[config.mk]
export PLATFORM = sky130hd
export DESIGN_NAME = video_pattern_gen
export DESIGN_NICKNAME = d
export VERILOG_FILES = /design/src/rtl/video_pattern_gen.sv
export SDC_FILE = /design/constraint.sdc
export NUM_CORES = 1
export LEC_CHECK = 0
export BUFFER_PORTS_ARGS = -buffer_cell sky130_fd_sc_hd__buf_2
export CORE_MARGIN = 2
export CORE_UTILIZATION = 60
export DETAILED_ROUTE_END_ITERATION = 16
export GPL_ROUTABILITY_DRIVEN = 1
export PLACE_DENSITY = 0.83
export SLEW_MARGIN = 20
export SYNTH_ARGS = -nofsm -noshare
export SYNTH_HDL_FRONTEND = slang
export SYNTH_SLANG_ARGS = --single-unit
export TNS_END_PERCENT = 50
[constraint.sdc]
create_clock -name ACLK -period 6 [get_ports ACLK]
set_input_delay 1.2 -clock ACLK [delete_from_list [all_inputs] [get_ports ACLK]]
set_output_delay 1.2 -clock ACLK [all_outputs]
set_load 0.005 [all_outputs]
[src/rtl/video_pattern_gen.sv]
// video_pattern_gen: AXI4-Stream synthetic video source.
// Emits frames of h_size x v_size pixels, TUSER[0] = start of frame, TLAST = end of line.
// Geometry, pattern and inter-frame gap are latched at every frame start.
// Optional feature macro: VIDEO_PATGEN_COLORBAR_EN (pattern 3 = eight colour bars);
// without it pattern 3 repeats the x-ramp and no bar logic exists.
module video_pattern_gen #(
  parameter int DATA_W = 24,
  parameter int SIZE_W = 12,
  parameter int GAP_W  = 16
) (
  input  logic              ACLK,
  input  logic              ARESET,
  input  logic              gen_en_i,
  input  logic [1:0]        pattern_sel_i,
  input  logic [SIZE_W-1:0] h_size_i,
  input  logic [SIZE_W-1:0] v_size_i,
  input  logic [GAP_W-1:0]  frame_gap_i,
  output logic [DATA_W-1:0] m_tdata_o,
  output logic              m_tvalid_o,
  input  logic              m_tready_i,
  output logic              m_tuser_o,
  output logic              m_tlast_o,
  output logic [7:0]        frames_cnt_o,
  output logic              busy_o
);

  typedef enum logic [1:0] {IDLE = 2'd0, ACTIVE = 2'd1, GAP = 2'd2} state_t;

  state_t            state, state_nxt;
  logic [SIZE_W-1:0] x, x_nxt, y, y_nxt;
  logic [SIZE_W-1:0] h_cfg, h_cfg_nxt, v_cfg, v_cfg_nxt;
  logic [GAP_W-1:0]  gap_cfg, gap_cfg_nxt, gap_cnt, gap_cnt_nxt;
  logic [1:0]        pat_cfg, pat_cfg_nxt;
  logic [7:0]        frames, frames_nxt;
  logic [DATA_W-1:0] tdata, tdata_nxt;
  logic              tvalid, tvalid_nxt, tuser, tuser_nxt, tlast, tlast_nxt;
  logic              busy, busy_nxt;
  logic              start_frame, present;

`ifdef VIDEO_PATGEN_COLORBAR_EN
  // Bar index tracks floor(8*x/H) incrementally: acc holds the remainder 8*x mod H.
  logic [2:0]        bar, bar_nxt;
  logic [SIZE_W+3:0] acc, acc_nxt;

  function automatic logic [23:0] bar_colour(input logic [2:0] b);
    case (b)
      3'd0:    bar_colour = 24'hFFFFFF;  // white
      3'd1:    bar_colour = 24'hFFFF00;  // yellow
      3'd2:    bar_colour = 24'h00FFFF;  // cyan
      3'd3:    bar_colour = 24'h00FF00;  // green
      3'd4:    bar_colour = 24'hFF00FF;  // magenta
      3'd5:    bar_colour = 24'hFF0000;  // red
      3'd6:    bar_colour = 24'h0000FF;  // blue
      default: bar_colour = 24'h000000;  // black
    endcase
  endfunction

  // One x step: add 8 to the remainder and carry whole multiples of H into the bar index.
  // For H < 8 several carries can happen in one step, hence the bounded unrolled loop.
  function automatic logic [SIZE_W+6:0] bar_step(input logic [SIZE_W+3:0] a_in,
                                                 input logic [2:0] b_in,
                                                 input logic [SIZE_W-1:0] h);
    logic [SIZE_W+3:0] a;
    logic [2:0]        b;
    a = a_in + (SIZE_W+4)'(8);
    b = b_in;
    for (int k = 0; k < 8; k++) begin
      if (a >= {4'b0000, h}) begin
        a = a - {4'b0000, h};
        b = b + 3'd1;
      end else begin
        a = a;
      end
    end
    bar_step = {a, b};
  endfunction

  function automatic logic [23:0] pixel(input logic [1:0] pat, input logic [7:0] px,
                                        input logic [7:0] py, input logic [7:0] fc,
                                        input logic [2:0] b);
    case (pat)
      2'd0:    pixel = {px, px, px};
      2'd1:    pixel = {fc, py, px};
      2'd2:    pixel = (px[3] ^ py[3]) ? 24'hFFFFFF : 24'h000000;
      default: pixel = bar_colour(b);
    endcase
  endfunction
`else
  function automatic logic [23:0] pixel(input logic [1:0] pat, input logic [7:0] px,
                                        input logic [7:0] py, input logic [7:0] fc);
    case (pat)
      2'd1:    pixel = {fc, py, px};
      2'd2:    pixel = (px[3] ^ py[3]) ? 24'hFFFFFF : 24'h000000;
      default: pixel = {px, px, px};
    endcase
  endfunction
`endif

  // Next-state, counters and next registered beat (held while stalled).
  always_comb begin
    state_nxt   = state;
    x_nxt       = x;
    y_nxt       = y;
    h_cfg_nxt   = h_cfg;
    v_cfg_nxt   = v_cfg;
    gap_cfg_nxt = gap_cfg;
    gap_cnt_nxt = gap_cnt;
    pat_cfg_nxt = pat_cfg;
    frames_nxt  = frames;
    tdata_nxt   = tdata;
    tvalid_nxt  = tvalid;
    tuser_nxt   = tuser;
    tlast_nxt   = tlast;
    start_frame = 1'b0;
    present     = 1'b0;
`ifdef VIDEO_PATGEN_COLORBAR_EN
    bar_nxt     = bar;
    acc_nxt     = acc;
`endif

    case (state)
      IDLE: begin
        if (gen_en_i) begin
          start_frame = 1'b1;
        end else begin
          tvalid_nxt = 1'b0;
        end
      end
      ACTIVE: begin
        if (tvalid && m_tready_i) begin
          if (x == h_cfg - SIZE_W'(1)) begin
            x_nxt = {SIZE_W{1'b0}};
`ifdef VIDEO_PATGEN_COLORBAR_EN
            bar_nxt = 3'd0;
            acc_nxt = {(SIZE_W+4){1'b0}};
`endif
            if (y == v_cfg - SIZE_W'(1)) begin
              frames_nxt = frames + 8'd1;
              if (gap_cfg != {GAP_W{1'b0}}) begin
                state_nxt   = GAP;
                gap_cnt_nxt = gap_cfg;
              end else if (gen_en_i) begin
                start_frame = 1'b1;
              end else begin
                state_nxt = IDLE;
              end
              tvalid_nxt = 1'b0;
              tuser_nxt  = 1'b0;
              tlast_nxt  = 1'b0;
              tdata_nxt  = {DATA_W{1'b0}};
            end else begin
              y_nxt   = y + SIZE_W'(1);
              present = 1'b1;
            end
          end else begin
            x_nxt   = x + SIZE_W'(1);
            present = 1'b1;
`ifdef VIDEO_PATGEN_COLORBAR_EN
            {acc_nxt, bar_nxt} = bar_step(acc, bar, h_cfg);
`endif
          end
        end else begin
          tvalid_nxt = tvalid;
        end
      end
      GAP: begin
        if (gap_cnt > GAP_W'(1)) begin
          gap_cnt_nxt = gap_cnt - GAP_W'(1);
        end else if (gen_en_i) begin
          start_frame = 1'b1;
        end else begin
          state_nxt = IDLE;
        end
      end
      default: begin
        state_nxt  = IDLE;
        tvalid_nxt = 1'b0;
        tuser_nxt  = 1'b0;
        tlast_nxt  = 1'b0;
        tdata_nxt  = {DATA_W{1'b0}};
      end
    endcase

    // A new frame latches the configuration and presents pixel (0,0) immediately.
    if (start_frame) begin
      state_nxt   = ACTIVE;
      h_cfg_nxt   = (h_size_i == {SIZE_W{1'b0}}) ? SIZE_W'(1) : h_size_i;
      v_cfg_nxt   = (v_size_i == {SIZE_W{1'b0}}) ? SIZE_W'(1) : v_size_i;
      gap_cfg_nxt = frame_gap_i;
      pat_cfg_nxt = pattern_sel_i;
      gap_cnt_nxt = {GAP_W{1'b0}};
      x_nxt       = {SIZE_W{1'b0}};
      y_nxt       = {SIZE_W{1'b0}};
      present     = 1'b1;
`ifdef VIDEO_PATGEN_COLORBAR_EN
      bar_nxt     = 3'd0;
      acc_nxt     = {(SIZE_W+4){1'b0}};
`endif
    end else begin
      start_frame = 1'b0;
    end

    if (present) begin
      tvalid_nxt = 1'b1;
      tuser_nxt  = (x_nxt == {SIZE_W{1'b0}}) && (y_nxt == {SIZE_W{1'b0}});
      tlast_nxt  = (x_nxt == h_cfg_nxt - SIZE_W'(1));
`ifdef VIDEO_PATGEN_COLORBAR_EN
      tdata_nxt  = DATA_W'(pixel(pat_cfg_nxt, x_nxt[7:0], y_nxt[7:0], frames_nxt, bar_nxt));
`else
      tdata_nxt  = DATA_W'(pixel(pat_cfg_nxt, x_nxt[7:0], y_nxt[7:0], frames_nxt));
`endif
    end else begin
      present = 1'b0;
    end

    busy_nxt = (state_nxt != IDLE);
  end

  // State and registered outputs; asynchronous reset returns everything to zero.
  always_ff @(posedge ACLK or posedge ARESET) begin
    if (ARESET) begin
      state   <= IDLE;
      x       <= {SIZE_W{1'b0}};
      y       <= {SIZE_W{1'b0}};
      h_cfg   <= {SIZE_W{1'b0}};
      v_cfg   <= {SIZE_W{1'b0}};
      gap_cfg <= {GAP_W{1'b0}};
      gap_cnt <= {GAP_W{1'b0}};
      pat_cfg <= 2'd0;
      frames  <= 8'd0;
      tdata   <= {DATA_W{1'b0}};
      tvalid  <= 1'b0;
      tuser   <= 1'b0;
      tlast   <= 1'b0;
      busy    <= 1'b0;
`ifdef VIDEO_PATGEN_COLORBAR_EN
      bar     <= 3'd0;
      acc     <= {(SIZE_W+4){1'b0}};
`endif
    end else begin
      state   <= state_nxt;
      x       <= x_nxt;
      y       <= y_nxt;
      h_cfg   <= h_cfg_nxt;
      v_cfg   <= v_cfg_nxt;
      gap_cfg <= gap_cfg_nxt;
      gap_cnt <= gap_cnt_nxt;
      pat_cfg <= pat_cfg_nxt;
      frames  <= frames_nxt;
      tdata   <= tdata_nxt;
      tvalid  <= tvalid_nxt;
      tuser   <= tuser_nxt;
      tlast   <= tlast_nxt;
      busy    <= busy_nxt;
`ifdef VIDEO_PATGEN_COLORBAR_EN
      bar     <= bar_nxt;
      acc     <= acc_nxt;
`endif
    end
  end

  assign m_tdata_o    = tdata;
  assign m_tvalid_o   = tvalid;
  assign m_tuser_o    = tuser;
  assign m_tlast_o    = tlast;
  assign frames_cnt_o = frames;
  assign busy_o       = busy;

endmodule
After elaboration in Yosys (flattened, before gate mapping)
Cells that the tools add are included.

Bits in registers: 120. Output and inout port bits: 36. Word-level logic and storage cells: 115.

Equal/unequal tests: 18. Reduce and logical (&&, ||, !) cells: 14. Add/subtract/negate cells: 7. $lt $le $gt $ge: 1. Bitwise logic cells: 1. Multiplexer cells: 60.

Operators by type and width (number): $mux W12 (12); $mux W24 (5); $mux W16 (6); $pmux W24 S2 (2); $logic_not A12 Y1 (4); $eq A12 B12 Y1 (3); $sub A12 B1 Y12 const B (3); $mux W8 (4); $pmux W16 S2 (1); $ne A3 B3 Y1 const B (9); $add A12 B1 Y12 const B (2); $mux W1 (18); $gt A16 B1 Y1 const B (1); $mux W2 (8); $reduce_bool A16 Y1 (1); $sub A16 B1 Y16 const B (1); $add A8 B1 Y8 const B (1); $pmux W1 S3 (2); $pmux W2 S3 (1); $reduce_and A6 Y1 (1); $reduce_and A5 Y1 (1); $eq A2 B1 Y1 const B (2); $eq A2 B2 Y1 const B (2); $reduce_and A4 Y1 (1); other kinds (9) (10).

Logic depth before layout (Yosys ltp)
Gate-level depths: netlist of run 1.

Word-level depth: 11. Depth in mapped cells: 24. Depth with buffers taken out: 20.

Worst setup path after synthesis of run 1
Ideal clock, no wire load.

Path kind: reg-to-reg. From: register h_cfg[4]. To: register tlast, in the netlist m_tlast_o. Arrival time: 5263 ps. Period minus slack after synthesis: 5359 ps. Cell stages (with the launch flop): 22. Setup slack: 641 ps. Library setup time: 95 ps. Cells stage by stage: dfrtp_1 buf_6 or4_4 or4_4 xnor2_1 o31a_2 or4_4 clkbuf_1 o31a_1 clkbuf_1 clkbuf_1 a21boi_0 ha_1 nand2_1 or3_1 nand2_1 nor2_1 a32oi_1 o22ai_1 o32ai_1 nand4_1 o31ai_1.

Word-level cells in the longest chain between the ends: 9. Elaborated cells between the ends (all ways): 22.

Ends and longest elaborated chain: start, declared (line 31) `logic [SIZE_W-1:0] h_cfg, h_cfg_nxt, v_cfg, v_cfg_nxt;`; start signal, assigned (line 225) `h_cfg <= {SIZE_W{1'b0}};`; start signal, assigned (line 244) `h_cfg <= h_cfg_nxt;`; $sub A12 B1 Y12 (line 131) `if (x == h_cfg - SIZE_W'(1)) begin`; $eq A12 B12 Y1 (line 131); $mux W1 (line 131); $mux W1 (line 130) `if (tvalid && m_tready_i) begin`; $pmux W1 S3 (line 121) `case (state)`; $mux W12 (line 185) `if (start_frame) begin`; $sub A12 B1 Y12 (line 206) `tlast_nxt = (x_nxt == h_cfg_nxt - SIZE_W'(1));`; $eq A12 B12 Y1 (line 206); $mux W1 (line 203) `if (present) begin`; end signal, assigned (line 253) `tlast <= tlast_nxt;`; end, declared (line 36) `logic tvalid, tvalid_nxt, tuser, tuser_nxt, tlast, tlast_nxt;`.

Several ways; a longest one is shown, not always the timed one. A chain may end at the register's enable or synchronous reset.

Worst setup path in the final report of run 1
Ends and elaborated chain as after synthesis.

==> results of run 1 <==
-- worst paths after layout --
check / end / cells after the start
setup / recovery: m_tlast_o$_DFFE_PP0P_ / 17
hold / removal: gap_cnt[13]$_DFFE_PP0P_ / 2
setup reg to reg: m_tlast_o$_DFFE_PP0P_ / 17
hold reg to reg: gap_cnt[13]$_DFFE_PP0P_ / 2
max in group asynchronous: m_tdata_o[3]$_DFFE_PP0P_ / 3
min in group asynchronous: v_cfg[7]$_DFFE_PP0N_ / 2
-- cells by family (layout without fill, tap and decap cells) --
| kind of cell | Yosys count | in the layout | synth area share |
|---|---|---|---|
| AOI/OAI and AO/OA | 175 | 175 | 0.1588 |
| xor gates and xnor gates | 59 | 59 | 0.06918 |
| and+or+nand+nor | 438 | 438 | 0.2950 |
| DFF | 120 | 120 | 0.4020 |
| adders and majority gates | 10 | 10 | 0.01675 |
| muxes | 12 | 12 | 0.01642 |
| buffers and inverters | 74 | 153 | 0.04187 |
-- power by group --
group | internal (W) | switching, W
registers | 0.00107 | 0.000320
logic | 0.000697 | 0.00110
clock network | 0.000632 | 0.000416
-- layer usage --
metal,wire length (um),up-vias,GRT usage
met5,0,-,0
met1,8567,3356,0.4362
met2,9598,317,0.5158
met4,427,0,0.1149
li1,-,3301,-
met3,1644,44,0.07218
-- worst min-delay path, delay by kind of cell (launching register included) --
family           cells  cell delay [ns]
AO/OA/AOI/OAI        1             0.06
flip-flops           1             0.33
AND/OR/NAND/NOR      1             0.05
-- Yosys cell counts (all sizes together), types with 2 or more instances --
cell type,n
nor2b,10
or3b,3
o221ai,3
o22ai,11
buf,16
and2,15
nand3b,7
o21ai,55
or3,9
ha,10
o211ai,5
a31oi,6
inv,30
a211oi,2
o311ai,3
nand4,11
and4,5
o41ai,3
o31ai,6
mux2i,10
dfrtp,120
nor3b,3
a21boi,3
and3,12
mux2,2
a21oi,37
a221o,6
nor4,24
a311oi,2
nand2,185
nand2b,13
and3b,4
or4,12
xor2,26
or2,6
xnor2,33
nor2,63
clkbuf,28
o32ai,2
nor3,34
o31a,2
a32oi,19
nand3,18
-- final cells by class --
class	count	area (sq um)	share of cell area
repair buffers	91	480.5	0.05598
well taps	168	210.2	0.02449
multi-input cells	694	4170	0.4859
inverters	30	115.1	0.01341
flip-flops and latches	120	3003	0.3499
clock inverters	14	163.9	0.01910
clock buffers	18	439.2	0.05117
-- stage by stage --
step,instances,total power (W),hold slack [ns]
global route,1135,0.004511,0.5049
detailed placement,1103,0.003139,0.4650
global placement,1103,0.003081,0.4625
finish,1135,0.004230,0.4767
CTS,1135,0.004204,0.4766
floorplan,888,0.002650,0.4422
-- registers in the layout, summed over array words and instances (netlist names) --
register,count
m_tvalid_o,1
x,12
busy_o,1
h_cfg,12
gap_cnt,16
frames_cnt_o,8
pat_cfg,2
y,12
v_cfg,12
m_tdata_o,24
m_tuser_o,1
state,2
gap_cfg,16
m_tlast_o,1
==> results.tsv, run 1 <==
stage	metric	value	unit
synthesis	syn-num-nets	944	
pwr	p_leak	4.073	nW
critical_path	crit_top_cell	or4_4	
drt	num_vias	7018	
sta	slew_headroom	0.4077	
critical_path	cp-start-kind	flip-flop	
layout	final_cell_mix	nand2_1, dfrtp_1, buf_2	
critical_path	slowest_delay	0.66	ns
place	place_area	0.007976	sq mm
layout	drive_above_1_share	0.1603	
sta	worst_pin_slew	0.8884	ns
synthesis	netlist_top_cells_area	dfrtp_1, nand2_1, xnor2_1, o21ai_0, nor2_1	
synthesis	ys_async_sr_fraction	1.000	
synthesis	netlist_area	0.007470	sq mm
synthesis	synth_edf_count	0	
floorplan	dieArea	0.01336	sq mm
critical_path	r2r_start	h_cfg[4]$_DFF_PP0_	
place	port_buffers	81	
synthesis	seq_area_frac_synth	0.4020	
sta	worst_slack	0.8012	ns
place	dpl.hpwl	14.03	mm
floorplan	rows	40	
layout	antennaDiodeCount	0	
critical_path	cp.required	6.33	ns
job	drv_cap	0	
sta	worst_clock_skew	0.006967	ns
sta	rsz0062_at_grt	no	
global_routing	grt_pass1_vias	6866	
outcome	status	finished, final reports clean	
drt	drtAntennaViolNets	0	
critical_path	worstPathMaxFanout	14	
critical_path	crit_family	simple AND/OR/NAND/NOR gates	
synthesis	synth_seq_cells	120	
synthesis	yosysWarningCount	0	
pwr	ir_worst_vdd	0.0002445	V
layout	n_fill_cell	958	
clock_network	clockRootBuffer	clkbuf_16	
clock_network	hold_buffers	0	
sta	hold_viol_final	0	
critical_path	critPathArrivalTime	5.53	ns
clock_network	cts_sinks	120	
global_routing	grt_pass1_wl	33.75	mm
synthesis	synth_cell_type_count	76	
sta	tns	0	ns
critical_path	cp_slowest_cell	or4_4	
global_routing	antenna_found_initial	0	
layout	nets	1010	
drt	drcViolationCount	0	
layout	final_common_cell	nand2_1	
sta	slew_violations	0	
drt	wirelength	20.24	mm
sta	clock.fmax	192.4	MHz
global_routing	grt_max_degree	66	
floorplan	die_y	115.6	um
drt	via_per_inst	6.183	
drt	wire_per_inst	17.83	um
clock_network	numCtsBuffers	17	
critical_path	rrSetupSlack	0.80	ns
min_path	hp-start	gap_cnt[13]$_DFFE_PP0P_	
layout	fin_area	0.008582	sq mm
critical_path	end_kind	flip-flop	
global_routing	track_usage	0.3230	
floorplan	die_w	115.6	um
synthesis	synth_flop_cell	dfrtp_1	
synthesis	syn_inst	888	
critical_path	crit_start	h_cfg[4]$_DFF_PP0_	
clock_network	cts_tree	built	
pwr	power_density	492.9	mW/mm^2
clock_network	cts.repair.resized	0	
drt	drtIter0Drc	673	
global_routing	grt_overflow	0	
clock_network	clk_pin_slew	0.06	ns
synthesis	synth_largest_area_cell	dfrtp_1	
floorplan	start_util	0.6193	
synthesis	synth.top_cell.area_share	0.4020	
layout	final_core_util	0.7115	
floorplan	io_pins	82	
clock_network	clk_path_buf_depth	2	
clock_network	postCtsSetupBuffers	0	
layout	syn_to_final_growth	14.89	%
synthesis	synth_area_per_cell	8.412	sq um
critical_path	critical_path_class	flip-flop to flip-flop	
place	pre_cts_ws	0.8935	ns
clock_network	htreeDepth	4	
sta	finalCriticalPeriod	5.199	ns
clock_network	clk_latency	0.43	ns
critical_path	crit_chain	or4_4 > or4_4 > xnor2_1 > o31a_2 > or4_4 > o31a_2 > a21boi_0 > ha_1 > nand2_1 > or3_1 > nand2_1 > nor2_1 > a32oi_1 > o22ai_1 > o32ai_1 > nand4_1 > o31ai_1	
sta	setup_viol_count_final	0	
min_path	min_path_type	flip-flop to flip-flop	
critical_path	cp_num_buf_inv	0	
drt	drt_pre_antenna_iters	5	
floorplan	core-area	0.01206	sq mm
sta	fin_crit_sh	0.8665	
place	place_congestion	0.9423	
Power figures use the tool's default switching activity.
==> run 2, diff against run 1 <==
--- a/config.mk
+++ b/config.mk
@@ -5,6 +5,7 @@
 export SDC_FILE = /design/constraint.sdc
 export NUM_CORES = 1
 export LEC_CHECK = 0
+export ABC_AREA = 1
 export BUFFER_PORTS_ARGS = -buffer_cell sky130_fd_sc_hd__buf_2
 export CORE_MARGIN = 2
 export CORE_UTILIZATION = 60
==> results.tsv, run 2 <==
stage	metric	value	unit	change
sta	clock.fmax	208.3	MHz	+8.3%
clock_network	postCtsSetupBuffers	0		unchanged
synthesis	synth_area_per_cell	6.808	sq um	-19%
global_routing	track_usage	0.3116		-0.01137
synthesis	seq_area_frac_synth	0.3728		-0.02917
layout	instances_no_fill	1442		+27%
global_routing	grt_overflow	0		unchanged
drt	wire_per_inst	14.80	um	-17%
sta	slew_violations	0		unchanged
layout	largest_reg_flops	24		unchanged
sta	tns	0	ns	unchanged
synthesis	synth_compound_area_frac	0.1072		-0.05160
clock_network	cts_tree	built		
place	place_congestion	0.9953		+5.6%
synthesis	netlist_area	0.008054	sq mm	+7.8%
synthesis	synth_cell_type_count	43		-43%
synthesis	synth_edf_count	0		unchanged
synthesis	synth_xor_area_frac	0.03247		-0.03671
floorplan	die_y	119.9	um	+3.7%
synthesis	ys_async_sr_fraction	1.000		unchanged
floorplan	start_util	0.6106		-0.008689
pwr	power_density	414.9	mW/mm^2	-16%
synthesis	synthAdderAreaFrac	0.01554		-0.001215
pwr	p_switching	0.001529	W	-17%
clock_network	numCtsBuffers	17		unchanged
global_routing	grt_pass1_vias	7349		+7.0%
sta	worst_pin_slew	1.020	ns	+0.1314 ns
floorplan	dieArea	0.01437	sq mm	+7.6%
layout	final_common_cell	nand2_1		
synthesis	synth_flop_cell	dfrtp_1		
sta	worst_clock_skew	0.006066	ns	-0.0009013 ns
outcome	status	finished, final reports clean		
clock_network	clk_pin_slew	0.06	ns	about the same
synthesis	synth-simple-area-share	0.3612		+0.06622
clock_network	clockRootBuffer	clkbuf_16		
layout	nets	1309		+30%
clock_network	cts.repair.resized	0		unchanged
sta	rsz0062_at_grt	no		
layout	final_cell_mix	nand2_1, inv_1, nand3_1, dfrtp_1, nor2_1		
pwr	combPwrFrac	0.374		-0.050
clock_network	clk_path_buf_depth	2		unchanged
global_routing	grt_max_degree	62		-6.1%
place	pre_cts_ws	1.294	ns	+0.4006 ns
synthesis	synth_most_common_cell	nand2_1		
synthesis	synth_largest_area_cell	dfrtp_1		
sta	hold_viol_final	0		unchanged
sta	finalCriticalPeriod	4.801	ns	-0.3983 ns
pwr	ir_worst_vdd	0.0002932	V	+20%
layout	antennaDiodeCount	0		unchanged
pwr	p_clk_frac	0.290		+0.042
synthesis	synthTopCellsByCount	nand2_1, inv_1, dfrtp_1, nand3_1, nor2_1		
sta	fin_crit_sh	0.8001		-0.06639
sta	worst_slack	1.199	ns	+0.3983 ns
place	dpl.hpwl	15.49	mm	+10%
min_path	worstHoldPathCells	2		unchanged
clock_network	clk_latency	0.43	ns	about the same
clock_network	htreeDepth	4		unchanged
clock_network	hold_buffers	0		unchanged
critical_path	cp-start-kind	flip-flop		
min_path	min_path_type	flip-flop to flip-flop		
synthesis	synth_seq_cells	120		unchanged
synthesis	synth.top_cell.area_share	0.3728		-0.02917
drt	drtIter0Drc	762		+13%
place	dp.cells	1410		+28%
synthesis	yosysWarningCount	0		unchanged
synthesis	netlist_top_cells_area	dfrtp_1, nand2_1, inv_1, nand3_1, o21ai_0		
drt	drtAntennaViolNets	0		unchanged
synthesis	synth_mux_area_frac	0		-0.01642
global_routing	grt_pass1_wl	35.48	mm	+5.1%
critical_path	critical_path_class	flip-flop to flip-flop		
drt	drcViolationCount	0		unchanged
layout	drive_above_1_share	0.1422		-0.01811
floorplan	core-area	0.01319	sq mm	+9.4%
critical_path	worstPathMaxFanout	26		+12
sta	slew_headroom	0.3194		-0.08834
job	drv_cap	0		unchanged
pwr	p_leak	4.963	nW	+22%
pwr	swShare	0.4020		-0.03139
critical_path	critPathArrivalTime	5.17	ns	-0.36 ns
global_routing	antenna_found_initial	0		unchanged
sta	hold_ws	0.4793	ns	+0.002570 ns
place	port_buffers	81		unchanged
synthesis	syn_inst	1183		+33%
sta	setup_viol_count_final	0		unchanged
pwr	finalPower	0.003803	W	-10%
floorplan	die_w	119.9	um	+3.7%
floorplan	rows	42		+5.0%
drt	drt_pre_antenna_iters	7		+2
drt	wirelength	21.35	mm	+5.5%
drt	num_vias	8022		+14%
critical_path	end_kind	flip-flop		
synthesis	syn-num-nets	1239		+31%
pwr	pwr-share-seq	0.337		+0.009
floorplan	io_pins	82		unchanged
critical_path	reg2reg_depth	23		+6
pwr	cellInternalPower	0.002274	W	-5.1%
critical_path	cp.required	6.37	ns	+0.04 ns
drt	via_per_inst	5.563		-10%
clock_network	cts_sinks	120		unchanged
layout	syn_to_final_growth	13.81	%	
synthesis	synth_top_family_by_area	simple AND/OR/NAND/NOR gates		
[run 2: cells by family (layout without fill, tap and decap cells)]
logic type | after synthesis | after routing
compound gates | 147 | 147
xor+xnor | 29 | 29
fa+ha+maj | 10 | 10
buf+inv | 222 | 305
flops | 120 | 120
simple gates | 655 | 655
[run 2: path summary, 6_finish.rpt]
path                                            from                   endpoint  slack (ns)
max in group asynchronous                     ARESET            x[10]$_DFF_PP0_        3.88
min in group asynchronous                     ARESET    gap_cfg[13]$_DFFE_PP0N_        0.89
min                        m_tdata_o[23]$_DFFE_PP0P_  m_tdata_o[23]$_DFFE_PP0P_        0.48
min reg2reg                m_tdata_o[23]$_DFFE_PP0P_  m_tdata_o[23]$_DFFE_PP0P_        0.48
max reg2reg                       h_cfg[0]$_DFF_PP0_  m_tdata_o[10]$_DFFE_PP0P_        1.20
max                               h_cfg[0]$_DFF_PP0_  m_tdata_o[10]$_DFFE_PP0P_        1.20
[run 2: layout make-up]
type	count	area [sq um]
multi-input cells	841	4161
fillers	1131	4024
flip-flops and latches	120	3003
inverters	186	700.7
clock buffers	22	464.2
repair buffers	87	450.4
well taps	176	220.2
clock inverters	10	166.4
[run 2: layer usage]
layer / share of wire / wire length (um) / track usage
met1: 0.44 / 9491 / 0.4291
met3: 0.074 / 1590 / 0.07985
met2: 0.46 / 9842 / 0.4896
met4: 0.020 / 420 / 0.08897
met5: 0 / 0 / 0
[run 2: critical path, cell delays in order, from the launching register on]
cell and delay [ns]:
dfrtp_1 0.43, inv_2 0.14, ha_1 0.25, nand2_1 0.11
nor2_1 0.18, nand2_1 0.12, nand2_1 0.09, nand2_1 0.05
nand2_1 0.05, nand2_1 0.06, nor2_2 0.12, nand2_2 0.10
nor2_4 0.17, nand4_4 0.32, nand2_2 0.45, inv_2 0.07
or2_2 0.27, o21ai_0 0.11, inv_1 0.09, ha_1 0.36
inv_1 0.54, o21ai_0 0.31, a21oi_1 0.22, a21o_1 0.11
[run 2: power groups by stage]
stage               combinational (W)  sequential [W]  clock (W)
detailed placement            0.00139         0.00128          0
finish                        0.00142         0.00128    0.00110
global route                  0.00162         0.00131    0.00114
floorplan                     0.00107         0.00121          0
CTS                           0.00141         0.00127    0.00110
global placement              0.00136         0.00127          0
[run 2: metrics by stage]
step / util / area, sq um
5_1_grt: 0.6949 / 9166
3_5_place_dp: 0.6471 / 8536
3_3_place_gp: 0.6471 / 8536
6_report: 0.6949 / 9166
2_1_floorplan: - / 8054
4_1_cts: 0.6949 / 9166
